`src/rtl/lsu_pkg.sv`:
```
// Shared definitions for the load/store unit: access-size codes, FSM states
// and the store-merge helper.
package lsu_pkg;

  localparam logic [2:0] SIZE_B  = 3'b000;
  localparam logic [2:0] SIZE_H  = 3'b001;
  localparam logic [2:0] SIZE_W  = 3'b010;
  localparam logic [2:0] SIZE_BU = 3'b100;
  localparam logic [2:0] SIZE_HU = 3'b101;

  typedef enum logic [1:0] {
    IDLE,
    LD_WAIT,
    RMW_WAIT,
    DONE
  } lsu_state_e;

  function automatic logic is_byte(input logic [2:0] size);
    return (size == SIZE_B) || (size == SIZE_BU);
  endfunction

  function automatic logic is_half(input logic [2:0] size);
    return (size == SIZE_H) || (size == SIZE_HU);
  endfunction

  // Any code that is neither a byte nor a half access behaves as a word.
  function automatic logic is_word(input logic [2:0] size);
    return !is_byte(size) && !is_half(size);
  endfunction

  function automatic logic [31:0] store_merge(input logic [31:0] word,
                                              input logic [31:0] wd,
                                              input logic [2:0]  size,
                                              input logic [1:0]  offset);
    logic [31:0] merged;
    merged = word;
    if (is_byte(size)) begin
      merged[{offset, 3'b000} +: 8] = wd[7:0];
    end else if (is_half(size)) begin
      merged[{offset[1], 4'b0000} +: 16] = wd[15:0];
    end else begin
      merged = wd;
    end
    return merged;
  endfunction

endpackage

```
`src/rtl/lsu_load_align.sv`:
```
// Selects the addressed byte/half from a fetched word and sign- or
// zero-extends it; word accesses pass through untouched.
module lsu_load_align
  import lsu_pkg::*;
(
  input  logic [2:0]  size_i,
  input  logic [1:0]  offset_i,
  input  logic [31:0] word_i,
  output logic [31:0] data_o
);

  logic [7:0]  byte_sel;
  logic [15:0] half_sel;

  always_comb begin
    byte_sel = word_i[{offset_i, 3'b000} +: 8];
    half_sel = offset_i[1] ? word_i[31:16] : word_i[15:0];
    case (size_i)
      SIZE_B:  data_o = {{24{byte_sel[7]}}, byte_sel};
      SIZE_BU: data_o = {24'd0, byte_sel};
      SIZE_H:  data_o = {{16{half_sel[15]}}, half_sel};
      SIZE_HU: data_o = {16'd0, half_sel};
      default: data_o = word_i;
    endcase
  end

endmodule

```
`src/rtl/lsu.sv`:
```
// Load/store unit between the core and a word-wide memory with one-cycle read
// latency; sub-word stores use read-modify-write. Option: LSU_MISALIGN_EN.
module lsu
  import lsu_pkg::*;
(
  input  logic        clk_i,
  input  logic        rst_i,
  input  logic        core_req_i,
  input  logic        core_we_i,
  input  logic [2:0]  core_size_i,
  input  logic [31:0] core_addr_i,
  input  logic [31:0] core_wd_i,
  output logic [31:0] core_rd_o,
  output logic        core_stall_o,
  output logic        core_misalign_o,
  output logic        mem_req_o,
  output logic        mem_we_o,
  output logic [31:0] mem_addr_o,
  output logic [31:0] mem_wd_o,
  input  logic [31:0] mem_rd_i
);

  lsu_state_e  state_q, state_d;
  logic [31:0] rd_q, rd_d;
  logic [31:0] load_data;
  logic        misaligned;

  lsu_load_align u_load_align (
    .size_i   (core_size_i),
    .offset_i (core_addr_i[1:0]),
    .word_i   (mem_rd_i),
    .data_o   (load_data)
  );

`ifdef LSU_MISALIGN_EN
  logic misalign_q, misalign_d;

  assign misaligned = (is_half(core_size_i) && core_addr_i[0]) ||
                      (is_word(core_size_i) && (core_addr_i[1:0] != 2'b00));
  // Set only on the IDLE->DONE hop, so it is visible for the DONE cycle alone.
  assign misalign_d = (state_q == IDLE) && core_req_i && misaligned;
  assign core_misalign_o = misalign_q;
`else
  assign misaligned      = 1'b0;
  assign core_misalign_o = 1'b0;
`endif

  assign mem_addr_o   = {core_addr_i[31:2], 2'b00};
  assign core_stall_o = core_req_i && (state_q != DONE);
  assign core_rd_o    = rd_q;

  // NOTE: every signal gets a default before the case so no path leaves it
  // unassigned; otherwise synthesis would infer a latch.
  always_comb begin
    state_d   = state_q;
    rd_d      = rd_q;
    mem_req_o = 1'b0;
    mem_we_o  = 1'b0;
    mem_wd_o  = core_wd_i;
    case (state_q)
      IDLE: begin
        if (core_req_i) begin
          if (misaligned) begin
            state_d = DONE;
          end else if (!core_we_i) begin
            mem_req_o = 1'b1;
            state_d   = LD_WAIT;
          end else if (is_word(core_size_i)) begin
            mem_req_o = 1'b1;
            mem_we_o  = 1'b1;
            state_d   = DONE;
          end else begin
            mem_req_o = 1'b1;
            state_d   = RMW_WAIT;
          end
        end
      end
      LD_WAIT: begin
        rd_d    = load_data;
        state_d = DONE;
      end
      // Completes even if the core dropped its request: the read already went out.
      RMW_WAIT: begin
        mem_req_o = 1'b1;
        mem_we_o  = 1'b1;
        mem_wd_o  = store_merge(mem_rd_i, core_wd_i, core_size_i, core_addr_i[1:0]);
        state_d   = DONE;
      end
      DONE: state_d = IDLE;
      default: state_d = IDLE;
    endcase
    if (rst_i) begin
      mem_req_o = 1'b0;
      mem_we_o  = 1'b0;
    end
  end

  // NOTE: sequential state uses non-blocking assignments so every flop samples
  // pre-edge values regardless of statement order.
  always_ff @(posedge clk_i) begin
    if (rst_i) begin
      state_q    <= IDLE;
      rd_q       <= '0;
`ifdef LSU_MISALIGN_EN
      misalign_q <= 1'b0;
`endif
    end else begin
      state_q    <= state_d;
      rd_q       <= rd_d;
`ifdef LSU_MISALIGN_EN
      misalign_q <= misalign_d;
`endif
    end
  end

endmodule
```
`config.mk`:
```
export PLATFORM = sky130hd
export DESIGN_NAME = lsu
export DESIGN_NICKNAME = d
export VERILOG_FILES = /design/src/rtl/lsu_pkg.sv /design/src/rtl/lsu_load_align.sv /design/src/rtl/lsu.sv
export SDC_FILE = /design/constraint.sdc
export NUM_CORES = 1
export LEC_CHECK = 0
export ABC_AREA = 1
export BUFFER_PORTS_ARGS = -buffer_cell sky130_fd_sc_hd__buf_2
export CORE_ASPECT_RATIO = 1.25
export CORE_UTILIZATION = 45
export DETAILED_ROUTE_END_ITERATION = 10
export PLACE_DENSITY = 0.82
export SKIP_LAST_GASP = 1
export SLEW_MARGIN = 10
export SYNTH_ARGS = -nofsm -noshare
export SYNTH_HDL_FRONTEND = slang
export SYNTH_SLANG_ARGS = --single-unit
```
`constraint.sdc`:
```
create_clock -name clk_i -period 2 [get_ports clk_i]
set_input_delay 0.2 -clock clk_i [delete_from_list [all_inputs] [get_ports clk_i]]
set_output_delay 0.2 -clock clk_i [all_outputs]
set_load 0.02 [all_outputs]
```
==> key figures <==
Power
  • Power per cell area: 636 mW/mm^2
  • Pleak: 0.00249 uW
  • Worst VDD drop: 0.319 mV
  • Pwr Total: about 2700 uW

CTS
  • Clock Latency Late Sink: 290 ps
  • CTS tree: yes
  • Hold buffer count at CTS: 0
  • Worst-path clk slew: 70 ps
  • CTS H-Tree Depth: 2
  • Bufs on Longest Clock Path: 2
  • Num CTS Buffers: 5
  • Sink Count: 34
  • Root Driver: clkbuf_8
  • Setup Buffers After CTS: 0

Critical path
  • Crit-path slowest cell: dfxtp_2
  • Worst Path Arrival: between 1500 and 2000 ps
  • WS Path Type: flip-flop to primary output
  • CP Launch Type: flip-flop
  • Slowest stage delay, CP: 350 ps
  • CP Cell Sequence: inv_1 -> ha_2 -> nand2_1 -> a21oi_4 -> o21ai_4 -> o21ai_1 -> buf_2
  • Critical path required time: between 1500 and 2000 ps
  • Max FO, Critical Path: 8
  • Setup crit end kind: primary output

Synth
  • Count of flip-flops with a built-in enable after synthesis: 0
  • Post-synthesis sequential element count: 34
  • Primary FF master, synth: dfxtp_1
  • Cell count after synthesis: 630
  • Sequential element share of the synthesized area: about a fifth
  • Synth top cells by count: nand2_1, inv_1, nor2_1
  • Count of cell types in the netlist: 33
  • Yosys top cell area share: 19.2%
  • Synth warn: 0
  • Mean post-synth cell area: 5.61 sq um
  • Async set-reset flop share out of synthesis: 0%
  • Most common cell in the synthesized netlist: nand2_1
  • Biggest area consumer among synthesized cells: dfxtp_1
  • Synthesized area: between 0.003 and 0.004 sq mm
  • Synth area leaders: dfxtp_1, nand2_1, o21ai_0

Global route
  • Initial antenna violation count: 0
  • Vias in the first global route: between 4000 and 5000
  • Grt total ovfl: 0
  • Largest net degree at the start of global routing: 33
  • Tot GR Track Use: 31.1%
  • First-pass GRT wire length: 19600 um

Floorplanning
  • Core area: 0.00749 sq mm
  • Die width: 81.3 um
  • Num rows: 35
  • Die area: 0.00822 sq mm
  • Ports: 203
  • Die Span Y: 101 um
  • Starting density of the core: roughly 47%

Placement
  • Hpwl dp: 9940 um
  • Gp weighted congestion: 0.993
  • Area post-placement: 0.00413 sq mm
  • Post-placement setup slack: 151 ps
  • IO Port Bufs: 139

Layout
  • Antenna fix cells: 0
  • Area grow syn2layout: 20.8%
  • Layout cells sized above 1: 25.7%
  • Post-layout util: 57.0%
  • Final #Nets: 846
  • Final Cell Area: ~0.0043 sq mm

STA
  • Final hold viol count: 0
  • Post-route worst setup slack: between 30 and 40 ps
  • WHS: 213 ps
  • FMAX: 0.509 GHz
  • Min Tclk post-route: 1970 ps
  • RSZ-0062 raised after global routing: true
  • Fin Clk Skew: 5.41 ps
  • Max Transition Viols Final: 0
  • Final Cycle Share: 98.3%
  • Setup violations, final: 0

Detailed routing
  • Vias per inst: 5.43
  • Routed len/inst: 15.2 um
  • DR pass1 iterations: 5
  • DRC Markers: 0
  • Total wire length: 12600 um
  • ANT nets after route: 0
  • 1st-iter DRT viols: between 400 and 500
  • Total vias in the final route: 4494

Worst hold path
  • Hold WC Path Type: primary input to flip-flop

Flow run
  • Max Cap Viol: 0

Run status
  • Outcome: completed
## worst max-delay path, delay by kind of cell (launching register included)
| kind | cells | cell delay, ps |
|---|---|---|
| AOI/OAI and AO/OA | 3 | 570 |
| DFF | 1 | 350 |
| buffers and inverters | 2 | 260 |
| adders and majority gates | 1 | 200 |
| and+or+nand+nor | 1 | 100 |
## where the power goes
group	total, uW	internal, uW	switching [uW]
combinational	1330	459	871
sequential	845	789	55.8
clock	541	278	263
total	2720	1530	1190
## layout by cell type, fill, tap and decap left out, drive strengths merged
cell      n
a31oi     2
a21o      6
buf     161
nand3    38
nand4     8
nor2     59
nand2   180
ha        9
conb      3
clkbuf    7
o21bai    1
o21ai    88
or2       3
clkinv    2
inv      76
o211ai    6
dfxtp    34
o31ai     1
a21oi    30
o22ai    21
## registers in the layout, summed over array words and instances (netlist names)
| signal | cells |
|---|---|
| state_q | 2 |
| core_rd_o | 32 |
## per-layer routing
metal	GRT usage [%]	up-vias	share of wire (%)
met2	53.8	238	48
met5	0	-	0
met1	38.6	2015	41
li1	-	2203	-
met3	3.26	38	8.2
met4	12.6	0	2.8
## final timing paths
kind                 from      endpoint  slack, ps  depth (start not counted)
max            state_q[0]   mem_wd_o[3]         30                          7
min           mem_rd_i[2]  core_rd_o[2]        210                          3
max reg2reg    state_q[1]  core_rd_o[4]        240                          7
min reg2reg  core_rd_o[6]  core_rd_o[6]        480                          2
## area by class of cell
class	count	area [sq um]
clock buffer	7	86.3
clock inverter	1	5.00
fill	795	3220
inverter	77	292
multi-input combinational	455	2210
sequential	34	682
tap	92	115
timing repair buffer	161	885
## cell families (layout without fill, tap and decap cells)
kind of cell / count (synthesis) / count (layout) / synth area share, %
adder cells (fa/ha/maj): 9 / 9 / 3.18
other: 1 / 3 / 0.106
buffers and inverters: 143 / 246 / 19.7
flip-flops: 34 / 34 / 19.2
AND/OR/NAND/NOR: 288 / 288 / 33.7
AO/OA/AOI/OAI: 155 / 155 / 24.1
## per-stage QoR
step	instances	setup TNS [ps]
3_5_place_dp	819	0
4_1_cts	827	0
6_report	827	0
3_3_place_gp	819	0
2_1_floorplan	632	0
5_1_grt	827	-302
## timing repair
item / CTS / global route
gates resized for setup: 5 / 7
pin swaps: 0 / 0
endpoints found under the setup margin: 3 / 20
No activity file was read; power rests on OpenSTA's default activity.
